**src/rtl/dec_tx_pkg.sv**
```systemverilog
// rtl/dec_tx_pkg.sv - shared state encoding and decimal constants for dec_tx_formatter
// WAIT_S exists only when DEC_TX_SEPARATOR_EN is defined.
package dec_tx_pkg;

  typedef enum logic [2:0] {
    IDLE,
    LOAD,
    HUND,
    TENS,
    WAIT_H,
    WAIT_T,
    WAIT_U
`ifdef DEC_TX_SEPARATOR_EN
    , WAIT_S
`endif
  } state_t;

  localparam logic [7:0] ASCII_ZERO  = 8'h30;
  localparam logic [7:0] DEC_HUNDRED = 8'd100;
  localparam logic [7:0] DEC_TEN     = 8'd10;

endpackage

```
**src/rtl/dec_tx_formatter_byte_fifo.sv**
```systemverilog
// rtl/dec_tx_formatter_byte_fifo.sv - synchronous byte FIFO, head byte visible on dout while not empty
// A push into a full FIFO is accepted when a pop happens in the same cycle.
module byte_fifo #(
  parameter int DEPTH = 4
) (
  input  logic                     clk,
  input  logic                     rst_n,
  input  logic                     push,
  input  logic                     pop,
  input  logic [7:0]               din,
  output logic [7:0]               dout,
  output logic [$clog2(DEPTH):0]   count,
  output logic                     full,
  output logic                     empty
);

  localparam int AW = $clog2(DEPTH);
  localparam logic [AW:0] DEPTH_CNT = (AW+1)'(DEPTH);

  logic [7:0]    mem [DEPTH];
  logic [AW-1:0] wr_ptr;
  logic [AW-1:0] rd_ptr;
  logic          do_push;
  logic          do_pop;

  assign empty   = (count == '0);
  assign full    = (count == DEPTH_CNT);
  assign do_pop  = pop && !empty;
  assign do_push = push && (!full || do_pop);
  assign dout    = mem[rd_ptr];

  always_ff @(posedge clk) begin
    if (do_push) mem[wr_ptr] <= din;
  end

  always_ff @(posedge clk or negedge rst_n) begin
    if (!rst_n) begin
      wr_ptr <= '0;
      rd_ptr <= '0;
      count  <= '0;
    end else begin
      if (do_push) wr_ptr <= wr_ptr + AW'(1);
      if (do_pop)  rd_ptr <= rd_ptr + AW'(1);
      case ({do_push, do_pop})
        2'b10:   count <= count + (AW+1)'(1);
        2'b01:   count <= count - (AW+1)'(1);
        default: count <= count;
      endcase
    end
  end

endmodule

```
**src/rtl/dec_tx_formatter.sv**
```systemverilog
// rtl/dec_tx_formatter.sv - buffers bytes and sends each as three ASCII decimal digits to the UART tx
// Optional trailing separator character per byte when DEC_TX_SEPARATOR_EN is defined.
module dec_tx_formatter
  import dec_tx_pkg::*;
#(
  parameter int         FIFO_DEPTH = 4,
  parameter logic [7:0] SEP_CHAR   = 8'h20
) (
  input  logic                          clk,
  input  logic                          rst_n,
  input  logic                          in_valid,
  input  logic [7:0]                    in_data,
  output logic                          tx_start,
  output logic [7:0]                    tx_char,
  input  logic                          tx_done,
  output logic                          busy,
  output logic                          overflow,
  output logic [$clog2(FIFO_DEPTH):0]   fifo_count
);

  state_t     state;
  logic [7:0] work;
  logic [3:0] h;
  logic [3:0] t;
  logic [3:0] u;
  logic [7:0] fifo_dout;
  logic       fifo_full;
  logic       fifo_empty;
  logic       pop;
  logic       done_ok;

  assign pop     = (state == LOAD);
  assign busy    = !fifo_empty || (state != IDLE);
  // A tx_done coinciding with our own tx_start belongs to an earlier character.
  assign done_ok = tx_done && !tx_start;

  byte_fifo #(.DEPTH(FIFO_DEPTH)) u_fifo (
    .clk   (clk),
    .rst_n (rst_n),
    .push  (in_valid),
    .pop   (pop),
    .din   (in_data),
    .dout  (fifo_dout),
    .count (fifo_count),
    .full  (fifo_full),
    .empty (fifo_empty)
  );

`ifndef DEC_TX_SEPARATOR_EN
  logic [7:0] unused_sep;
  assign unused_sep = SEP_CHAR;
`endif

  always_ff @(posedge clk or negedge rst_n) begin
    if (!rst_n) begin
      state    <= IDLE;
      work     <= '0;
      h        <= '0;
      t        <= '0;
      u        <= '0;
      tx_char  <= '0;
      tx_start <= 1'b0;
      overflow <= 1'b0;
    end else begin
      tx_start <= 1'b0;
      overflow <= in_valid && fifo_full && !pop;
      case (state)
        IDLE: if (!fifo_empty) state <= LOAD;
        LOAD: begin
          work  <= fifo_dout;
          h     <= '0;
          t     <= '0;
          state <= HUND;
        end
        HUND: begin
          if (work >= DEC_HUNDRED) begin
            work <= work - DEC_HUNDRED;
            h    <= h + 4'd1;
          end else begin
            state <= TENS;
          end
        end
        TENS: begin
          if (work >= DEC_TEN) begin
            work <= work - DEC_TEN;
            t    <= t + 4'd1;
          end else begin
            u        <= work[3:0];
            tx_char  <= ASCII_ZERO + {4'h0, h};
            tx_start <= 1'b1;
            state    <= WAIT_H;
          end
        end
        WAIT_H: if (done_ok) begin
          tx_char  <= ASCII_ZERO + {4'h0, t};
          tx_start <= 1'b1;
          state    <= WAIT_T;
        end
        WAIT_T: if (done_ok) begin
          tx_char  <= ASCII_ZERO + {4'h0, u};
          tx_start <= 1'b1;
          state    <= WAIT_U;
        end
`ifdef DEC_TX_SEPARATOR_EN
        WAIT_U: if (done_ok) begin
          tx_char  <= SEP_CHAR;
          tx_start <= 1'b1;
          state    <= WAIT_S;
        end
        WAIT_S: if (done_ok) state <= IDLE;
`else
        WAIT_U: if (done_ok) state <= IDLE;
`endif
        default: state <= IDLE;
      endcase
    end
  end

endmodule

```
**config.mk**
```make
export PLATFORM = sky130hd
export DESIGN_NAME = dec_tx_formatter
export DESIGN_NICKNAME = d
export VERILOG_FILES = /design/src/rtl/dec_tx_pkg.sv /design/src/rtl/dec_tx_formatter_byte_fifo.sv /design/src/rtl/dec_tx_formatter.sv
export SDC_FILE = /design/constraint.sdc
export NUM_CORES = 1
export LEC_CHECK = 0
export CORE_AREA = 2 2 85 87
export DETAILED_ROUTE_END_ITERATION = 8
export DIE_AREA = 0 0 87 89
export GPL_ROUTABILITY_DRIVEN = 0
export GPL_TIMING_DRIVEN = 1
export PLACE_DENSITY = 0.73
export SLEW_MARGIN = 10
export SYNTH_ARGS = -nofsm -noshare
export SYNTH_HDL_FRONTEND = slang
export SYNTH_SLANG_ARGS = --single-unit
```
**constraint.sdc**
```tcl
create_clock -name clk -period 2 [get_ports clk]
set_input_delay 0.2 -clock clk [delete_from_list [all_inputs] [get_ports clk]]
set_output_delay 0.2 -clock clk [all_outputs]
set_load 0.1 [all_outputs]
```
After elaboration in Yosys (flattened, before gate mapping) --
Memories as Yosys holds them, arrays and structs flattened. Index checks and enable logic that the tools add are counted.
Operators by class: add/subtract/negate cells 11, multiply operators 0, divide/modulo/power cells 0, order comparisons 2, equality and inequality tests 17, shifts and indexed selects 0, mux-type cells 24, bitwise gates (word level) 1, reductions and logical operators 26
Operators by type and width (number):
- case mux 8 bit (3 select lines) | 2
- two-way mux 8 bit | 5
- adder 6 x 4 -> 7 bit (first input constant) | 3
- case mux 3 bit (7 select lines) | 1
- two-way mux 3 bit | 6
- != test 2 bit (second input constant) | 8
- case mux 4 bit (2 select lines) | 2
- == test 3 bit (second input constant) | 4
- nonzero test 3 bit | 3
- adder 4 x 1 -> 4 bit (second input constant) | 2
- greater-or-equal comparator 8 x 4 -> 1 bit (second input constant) | 1
- greater-or-equal comparator 8 x 7 -> 1 bit (second input constant) | 1
- two-way mux 4 bit | 2
- subtractor 8 x 4 -> 8 bit (second input constant) | 1
- subtractor 8 x 7 -> 8 bit (second input constant) | 1
- == test 3 x 2 -> 1 bit (second input constant) | 2
- logical NOT 3 bit | 2
- case mux 3 bit (2 select lines) | 1
- AND reduction 2 bit | 3
- AND reduction 6 bit | 1
- nonzero test 2 bit | 3
- logical AND 1 bit | 5
- adder 2 x 1 -> 2 bit (second input constant) | 2
- logical NOT 1 bit | 4
- other kinds (12) | 16
Storage, ports and cells: flip-flop bits (word level) 40, bits in latches 0, bits in writable memories 32, bits in read-only memories 0, bits of input ports 12, output and inout port bits 14, logic and storage cells 93, memories kept 1
Memories:
- u_fifo.mem | depth 4, width 8, rd ports 1, clocked after Yosys merged registers in 0, wr ports 1, RTL line dec_tx_formatter_byte_fifo.sv:20 | logic [7:0] mem [DEPTH];

Longest topological paths before layout --
Gate-level depths: netlist (run 1).
depth in word-level cells 7, gate-level depth with buffers 11, mapped depth without buffers 10

By module --
A second synthesis (run 1) with hierarchy kept.
Second synthesis, totals: cells, all modules 305, area total of the unflattened synthesis 3570.9 µm²
By module, submodules not included:
- dec_tx_formatter | times used 1, cells an instance 211, area an instance 1901.8 µm², seq. area each 750.7 µm²
- byte_fifo | times used 1, cells an instance 94, area an instance 1669.1 µm², seq. area each 1136.1 µm²

Worst setup path before layout (run 1) --
No wires, ideal clock.
path kind flip-flop to flip-flop, from reg u_fifo.count[0], to reg state[0], library setup time 125 ps, arrival 2691 ps, data required time 1875 ps, setup slack -816 ps, stages on the path, launching flop included 5, buffers on the path 0, clock period less this slack 2816 ps, path through dfrtp_1 > nor3_1 > nand3_1 > o2111ai_4 > mux2_4
Between the ends: longest elaborated chain between the ends 3
Ends and longest elaborated chain:
- start, declared | RTL line dec_tx_formatter_byte_fifo.sv:12 | output logic [$clog2(DEPTH):0] count,
- start signal, assigned | RTL line dec_tx_formatter_byte_fifo.sv:45 | 2'b10: count <= count + (AW+1)'(1);
- start signal, assigned | RTL line dec_tx_formatter_byte_fifo.sv:46 | 2'b01: count <= count - (AW+1)'(1);
- start signal, assigned | RTL line dec_tx_formatter_byte_fifo.sv:47 | default: count <= count;
- logical NOT 3 bit | RTL line dec_tx_formatter_byte_fifo.sv:26 | assign empty = (count == '0);
- != test 2 bit (no source line)
- AND reduction 6 bit (no source line)
- end signal, assigned | RTL line dec_tx_formatter.sv:56 | state <= IDLE;
- end signal, assigned | RTL line dec_tx_formatter.sv:68 | IDLE: if (!fifo_empty) state <= LOAD;
- end signal, assigned | RTL line dec_tx_formatter.sv:73 | state <= HUND;
- end, declared | RTL line dec_tx_formatter.sv:21 | state_t state;
Every way passes these cells. A chain may end at the register's enable or synchronous reset.

Worst setup path after layout (run 1) --
from reg work[2], to reg state[0]
Between the ends: longest elaborated chain between the ends 3, elaborated cells on any way between the ends 5, classes of those cells order compare: 2; eq/ne: 2; reduce/logical: 1
Ends and longest elaborated chain:
- start, declared | RTL line dec_tx_formatter.sv:22 | logic [7:0] work;
- start signal, assigned | RTL line dec_tx_formatter.sv:70 | work <= fifo_dout;
- start signal, assigned | RTL line dec_tx_formatter.sv:77 | work <= work - DEC_HUNDRED;
- start signal, assigned | RTL line dec_tx_formatter.sv:85 | work <= work - DEC_TEN;
- greater-or-equal comparator 8 x 7 -> 1 bit or greater-or-equal comparator 8 x 4 -> 1 bit (tied branches) | RTL line dec_tx_formatter.sv:76, dec_tx_formatter.sv:84
- != test 2 bit (no source line)
- AND reduction 6 bit (no source line) *
- end signal, assigned | RTL line dec_tx_formatter.sv:73
- end signal, assigned | RTL line dec_tx_formatter.sv:80 | state <= TENS;
- end signal, assigned | RTL line dec_tx_formatter.sv:91 | state <= WAIT_H;
Every way passes the cells marked *; elsewhere a longest branch is shown, timed or not.

==> flow_metrics.py, run 1 <==
metrics = {
    "synth": {
        "synth_top_family_by_area": "compound AO/OA/AOI/OAI gates",
        "synthSimpleGateAreaFrac": 0.1247,
        "synth_edf_count": 32,
        "ys_warn_count": 0,
        "async_flop_share": 0.5362,
        "yosysTopAreaCellShare": 0.2800,
        "synth-main-ff-cell": "dfrtp_1",
        "yosysUniqueCellTypes": 62,
        "synth_area_leaders": "edfxtp_1, dfrtp_1, mux4_2, ha_1, nand2_1",
        "syn_inst": 286,
        "synth_fa_ha_area_frac": 0.04958,
        "synth_top_area_cell": "edfxtp_1",
        "synth_compound_area_frac": 0.1291,
        "synth_seq_cells": 69,
        "synthMuxAreaShare": 0.08057,
        "synth_area_per_cell_um2": 12.00,
        "synth.yosys.seq_area_share": 0.5498,
        "synthXorXnorAreaFrac": 0.02297,
        "syn-cell-area_um2": 3432,
    },
    "global_route": {
        "grt_overflow": 0,
        "track_usage": 0.1886,
        "grt_pass1_wl_um": 11160,
        "grt_pass1_vias": 2309,
        "antenna_found_initial": 0,
        "grt_max_degree": 27,
    },
    "route": {
        "drtPass1Iterations": 4,
        "routed_wl_um": 6540,
        "drc": 0,
        "wl_per_cell_um": 15.87,
        "vias_per_cell": 5.607,
        "ant_nets": 0,
        "first_iter_violations": 148,
        "vias": 2310,
    },
    "floorplanning": {
        "core_area_um2": 6719,
        "start_util": 0.5108,
        "rows": 30,
        "die-area_um2": 7743,
        "die_w_um": 87,
        "io_pins": 26,
        "die_h_um": 89,
    },
    "clocking": {
        "cts_tree": "yes",
        "cts_buffers": 9,
        "clk_latency_ps": 340,
        "clockBufferDepth": 2,
        "htreeDepth": 3,
        "cts_sinks": 69,
        "clk_pin_slew_worst_paths_ps": 70,
        "clockRootBuffer": "clkbuf_8",
    },
    "worst_setup_path": {
        "required_ps": 2230,
        "crit_type": "reg -> reg",
        "r2r_start": "work[2]$_DFFE_PN0P_",
        "endpoint_kind": "register",
        "startpoint_type": "register",
        "crit_start": "work[2]$_DFFE_PN0P_",
        "worstPathMaxFanout": 6,
        "cp.arrival_ps": 2150,
    },
    "placement": {
        "port_buffers": 23,
        "post_dp_cell_area_um2": 3859,
        "dpl.hpwl_um": 4709,
        "dp_slack_ps": 26.68,
    },
    "timing": {
        "finClkSkew_ps": 5.072,
        "setup_viol": 0,
        "hold_violations": 0,
        "fin_crit_ps": 1925,
        "relSlewSlack": 0.6031,
        "setup_ws_ps": 75.02,
        "slew_viol_final": 0,
        "max_clock_freq_ghz": 0.5195,
        "fin_crit_sh": 0.9625,
        "worst_pin_slew_ps": 595.3,
    },
    "cells_and_area": {
        "drive_gt1_frac": 0.2560,
        "final_common_cell": "dfrtp_1",
        "final_nets": 352,
        "final_area_um2": 4065,
        "area_growth_pct": 18.45,
        "diodes": 0,
        "mostFrequentLayoutCells": "dfrtp_1, edfxtp_1, buf_4",
    },
    "run_status": {
        "status": "finished clean",
    },
    "worst_hold_path": {
        "hold_class": "in -> async",
    },
    "run": {
        "drv_cap": 0,
    },
    "power_and_ir_drop": {
        "powerDensity_nw_per_um2": 1721,
        "vdd_drop_max_v": 0.0007410,
        "leakage_nw": 1.669,
    },
}
## synth_stat cells, drive strengths merged, types with 2 or more instances
master,n
nand2b,3
and2,5
nand4,2
ha,12
o31ai,2
inv,14
a211oi,2
o21ai,28
mux2i,7
a21oi,12
a22o,2
xnor2,3
clkbuf,3
nand3,9
mux2,2
buf,12
nor2b,6
a21o,3
o311ai,2
xor2,6
nor3b,2
nor3,5
mux4,8
a32oi,2
nor2,17
nand2,26
dfrtp,37
edfxtp,32
## sequential cells by signal, indices dropped and copies added (netlist names)
signal         flops
u_fifo.mem        32
work               8
tx_char            5
h                  4
t                  4
u                  4
state              3
u_fifo.count       3
u_fifo.rd_ptr      2
u_fifo.wr_ptr      2
overflow           1
tx_start           1
## power breakdown
group	leakage (nW)	internal (W)	switching, W
clock network	0.0824	0.000440	0.000519
logic	0.831	0.00148	0.00219
registers	0.756	0.00197	0.000401
## metal layers
metal	vias up	wire length [um]	track usage
met5	-	0	0
met4	0	146	0.07813
met3	17	269	0.04709
met2	48	3204	0.3088
met1	1130	2920	0.2411
li1	1115	-	-
## cells by family after synthesis
kind of cell | count (synthesis)
AOI/OAI and AO/OA | 64
xor gates and xnor gates | 9
adders and majority gates | 13
buffers and inverters | 30
DFF | 69
muxes | 17
other | 1
and+or+nand+nor | 83
## repair_timing
action	CTS	global route
setup endpoints to repair	0	11
hold buffers	1	0
setup buffers	0	2
resized for setup	0	6
hold endpoints to repair	24	0
## path summary, 6_finish.rpt
path / slack, ps / cells past startpoint / endpoint
max: 80 / 7 / state[0]$_DFFE_PN0P_
min: 390 / 2 / h[0]$_DFFE_PN0P_
max reg2reg: 80 / 7 / state[0]$_DFFE_PN0P_
min reg2reg: 480 / 2 / u[3]$_DFFE_PN0P_
max in group asynchronous: 1070 / 3 / tx_char[3]$_DFFE_PN0P_
min in group clk: 450 / 3 / overflow$_DFF_PN0_
## stage by stage
step                      cells    util  TNS, ps  hold WS [ps]  power (W)
final                       412  0.6050        0         389.3   0.006995
after global routing        412  0.6050   -5.540         451.2   0.007534
after CTS                   410  0.6006        0         406.3   0.006987
after detailed placement    393  0.5743        0         247.8   0.006004
after global placement      393  0.5743        0         248.4   0.005918
after floorplan             287       -   -22.45        -95.59   0.005153
## cell type report
cell class              count  area [um^2]
clock buffers               9        123.9
inverters                  15        57.56
multi-input cells         188         1474
fillers                   545         2654
well taps                  80        100.1
repair buffers             44        367.9
flip-flops and latches     69         1899
clock inverters             7        42.54
## critical path, cell delays in order, from the launching register on
cell and delay (ps):
dfrtp_2 440, inv_1 100, ha_2 220, nand2b_4 80, or2_4 270, a21oi_4 220, o2111ai_4 160, mux2_4 320
Power figures use the tool's default switching activity.
==> run 2, diff against run 1 <==
--- a/config.mk
+++ b/config.mk
@@ -5,12 +5,13 @@
 export SDC_FILE = /design/constraint.sdc
 export NUM_CORES = 1
 export LEC_CHECK = 0
-export CORE_AREA = 2 2 85 87
+export CORE_AREA = 2 2 77 79
+export CTS_CLUSTER_SIZE = 20
 export DETAILED_ROUTE_END_ITERATION = 8
-export DIE_AREA = 0 0 87 89
+export DIE_AREA = 0 0 79 81
 export GPL_ROUTABILITY_DRIVEN = 0
 export GPL_TIMING_DRIVEN = 1
-export PLACE_DENSITY = 0.73
+export PLACE_DENSITY = 0.84
 export SLEW_MARGIN = 10
 export SYNTH_ARGS = -nofsm -noshare
 export SYNTH_HDL_FRONTEND = slang
==> constraint.sdc (replaced) <==
create_clock -name clk -period 2.5 [get_ports clk]
set_input_delay 0.25 -clock clk [delete_from_list [all_inputs] [get_ports clk]]
set_output_delay 0.25 -clock clk [all_outputs]
set_load 0.1 [all_outputs]
==> flow_metrics.py, run 2 (synthesis results as in run 1) <==
metrics = {
    "route": {
        "routed_wl_um": 6393,
        "ant_nets": 0,
        "drtPass1Iterations": 4,
        "wl_per_cell_um": 16.31,
        "first_iter_violations": 289,
        "vias_per_cell": 5.814,
        "vias": 2279,
        "drc": 0,
    },
    "global_route": {
        "grt_overflow": 0,
        "grt_max_degree": 38,
        "grt_pass1_vias": 2299,
        "grt_pass1_wl_um": 10900,
        "track_usage": 0.2240,
        "antenna_found_initial": 0,
    },
    "worst_setup_path": {
        "endpoint_kind": "register",
        "required_ps": 2760,
        "worstPathMaxFanout": 12,
        "worstReg2RegEnd": "u_fifo.count[2]$_DFFE_PN0P_",
        "endpoint": "u_fifo.count[2]$_DFFE_PN0P_",
        "crit_type": "reg -> reg",
        "startpoint_type": "register",
        "r2r_start": "state[1]$_DFFE_PN0P_",
        "reg2reg_depth": 10,
        "cp.arrival_ps": 2490,
        "crit_start": "state[1]$_DFFE_PN0P_",
        "reg2reg_slack_ps": 270,
    },
    "power_and_ir_drop": {
        "leakage_nw": 1.575,
        "powerDensity_nw_per_um2": 1382,
        "vdd_drop_max_v": 0.0006898,
    },
    "timing": {
        "rsz0062_at_grt": "no",
        "finClkSkew_ps": 11.37,
        "fin_crit_sh": 0.8904,
        "slew_viol_final": 0,
        "worst_pin_slew_ps": 840.6,
        "max_clock_freq_ghz": 0.4492,
        "fin_crit_ps": 2226,
        "whs_ps": 0.3829,
        "fin_tns_setup_ps": 0,
        "hold_violations": 0,
        "relSlewSlack": 0.4396,
        "setup_viol": 0,
    },
    "floorplanning": {
        "die_w_um": 79,
        "start_util": 0.6047,
        "die_h_um": 81,
        "io_pins": 26,
        "die-area_um2": 6399,
        "core_area_um2": 5675,
        "rows": 28,
    },
    "cells_and_area": {
        "mostFrequentLayoutCells": "dfrtp_1, edfxtp_1, nand2_1",
        "largest_register": "u_fifo.mem",
        "nFillCells": 452,
        "largest_reg_flops": 32,
        "final_common_cell": "dfrtp_1",
        "diodes": 0,
        "final_nets": 337,
        "drive_gt1_frac": 0.1672,
        "multiInputGateArea_um2": 1409,
        "ff_latch_area_um2": 1887,
        "final_area_um2": 3846,
        "largest_registers": "u_fifo.mem: 32 flops, work: 8 flops, tx_char: 5 flops",
        "area_growth_pct": 12.07,
    },
    "clocking": {
        "clk_latency_ps": 350,
        "clockRootBuffer": "clkbuf_8",
        "clockBufferDepth": 2,
        "cts_hold_buf": 0,
        "cts_setup_buffers": 0,
        "cts-resized-gates": 0,
        "cts_sinks": 69,
        "cts_tree": "yes",
        "htreeDepth": 3,
        "clk_pin_slew_worst_paths_ps": 80,
        "cts_buffers": 9,
    },
    "placement": {
        "dpl.hpwl_um": 4464,
        "post_dp_cell_area_um2": 3686,
        "port_buffers": 23,
    },
    "run_status": {
        "status": "finished clean",
    },
    "run": {
        "drv_cap": 0,
    },
    "worst_hold_path": {
        "hold_class": "in -> async",
    },
}
## run 2: critical path: stages, from the launching register on
cell,delay (ps)
dfrtp_1,560
clkinv_1,150
nand2_1,220
a31oi_2,140
inv_1,70
ha_1,170
inv_1,60
fa_1,370
xor2_1,150
nor2_1,110
xor2_1,150
## run 2: metrics by stage
| stage | utilization | setup WS, ps | total power (W) | instances |
|---|---|---|---|---|
| 6_report | 0.6777 | 274.0 | 0.005317 | 392 |
| 5_1_grt | 0.6777 | 83.18 | 0.005687 | 392 |
| 4_1_cts | 0.6777 | 272.3 | 0.005338 | 392 |
| 3_5_place_dp | 0.6495 | 314.9 | 0.004555 | 376 |
| 3_3_place_gp | 0.6495 | 361.3 | 0.004467 | 376 |
| 2_1_floorplan | - | 41.29 | 0.004017 | 287 |
## run 2: final cells by class
class | count | share of cell area
Timing Repair Buffer | 29 | 0.06246
Sequential cell | 69 | 0.4906
Inverter | 15 | 0.01464
Clock inverter | 4 | 0.006506
Tap cell | 75 | 0.02440
Multi-Input combinational cell | 188 | 0.3663
Clock buffer | 12 | 0.03513
## run 2: where the power goes
| group | switching [W] | leakage [nW] | internal, W | total, W |
|---|---|---|---|---|
| logic | 0.00162 | 0.737 | 0.00101 | 0.00263 |
| registers | 0.000362 | 0.760 | 0.00156 | 0.00192 |
| clock network | 0.000411 | 0.0780 | 0.000358 | 0.000768 |
## run 2: worst min path at each step
stage	from	endpoint	depth (start not counted)
floorplan	rst_n	h[0]$_DFFE_PN0P_	0
global placement	rst_n	h[3]$_DFFE_PN0P_	1
global route	rst_n	work[2]$_DFFE_PN0P_	1
detailed placement	rst_n	work[5]$_DFFE_PN0P_	1
CTS	rst_n	work[5]$_DFFE_PN0P_	1
finish	rst_n	work[3]$_DFFE_PN0P_	1
## run 2: per-layer routing
layer / up-vias / GRT usage / part of all wire
li1: 1086 / - / -
met1: 1113 / 0.2935 / 0.44
met2: 66 / 0.3636 / 0.49
met3: 14 / 0.04667 / 0.047
met4: 0 / 0.1034 / 0.015
met5: - / 0 / 0
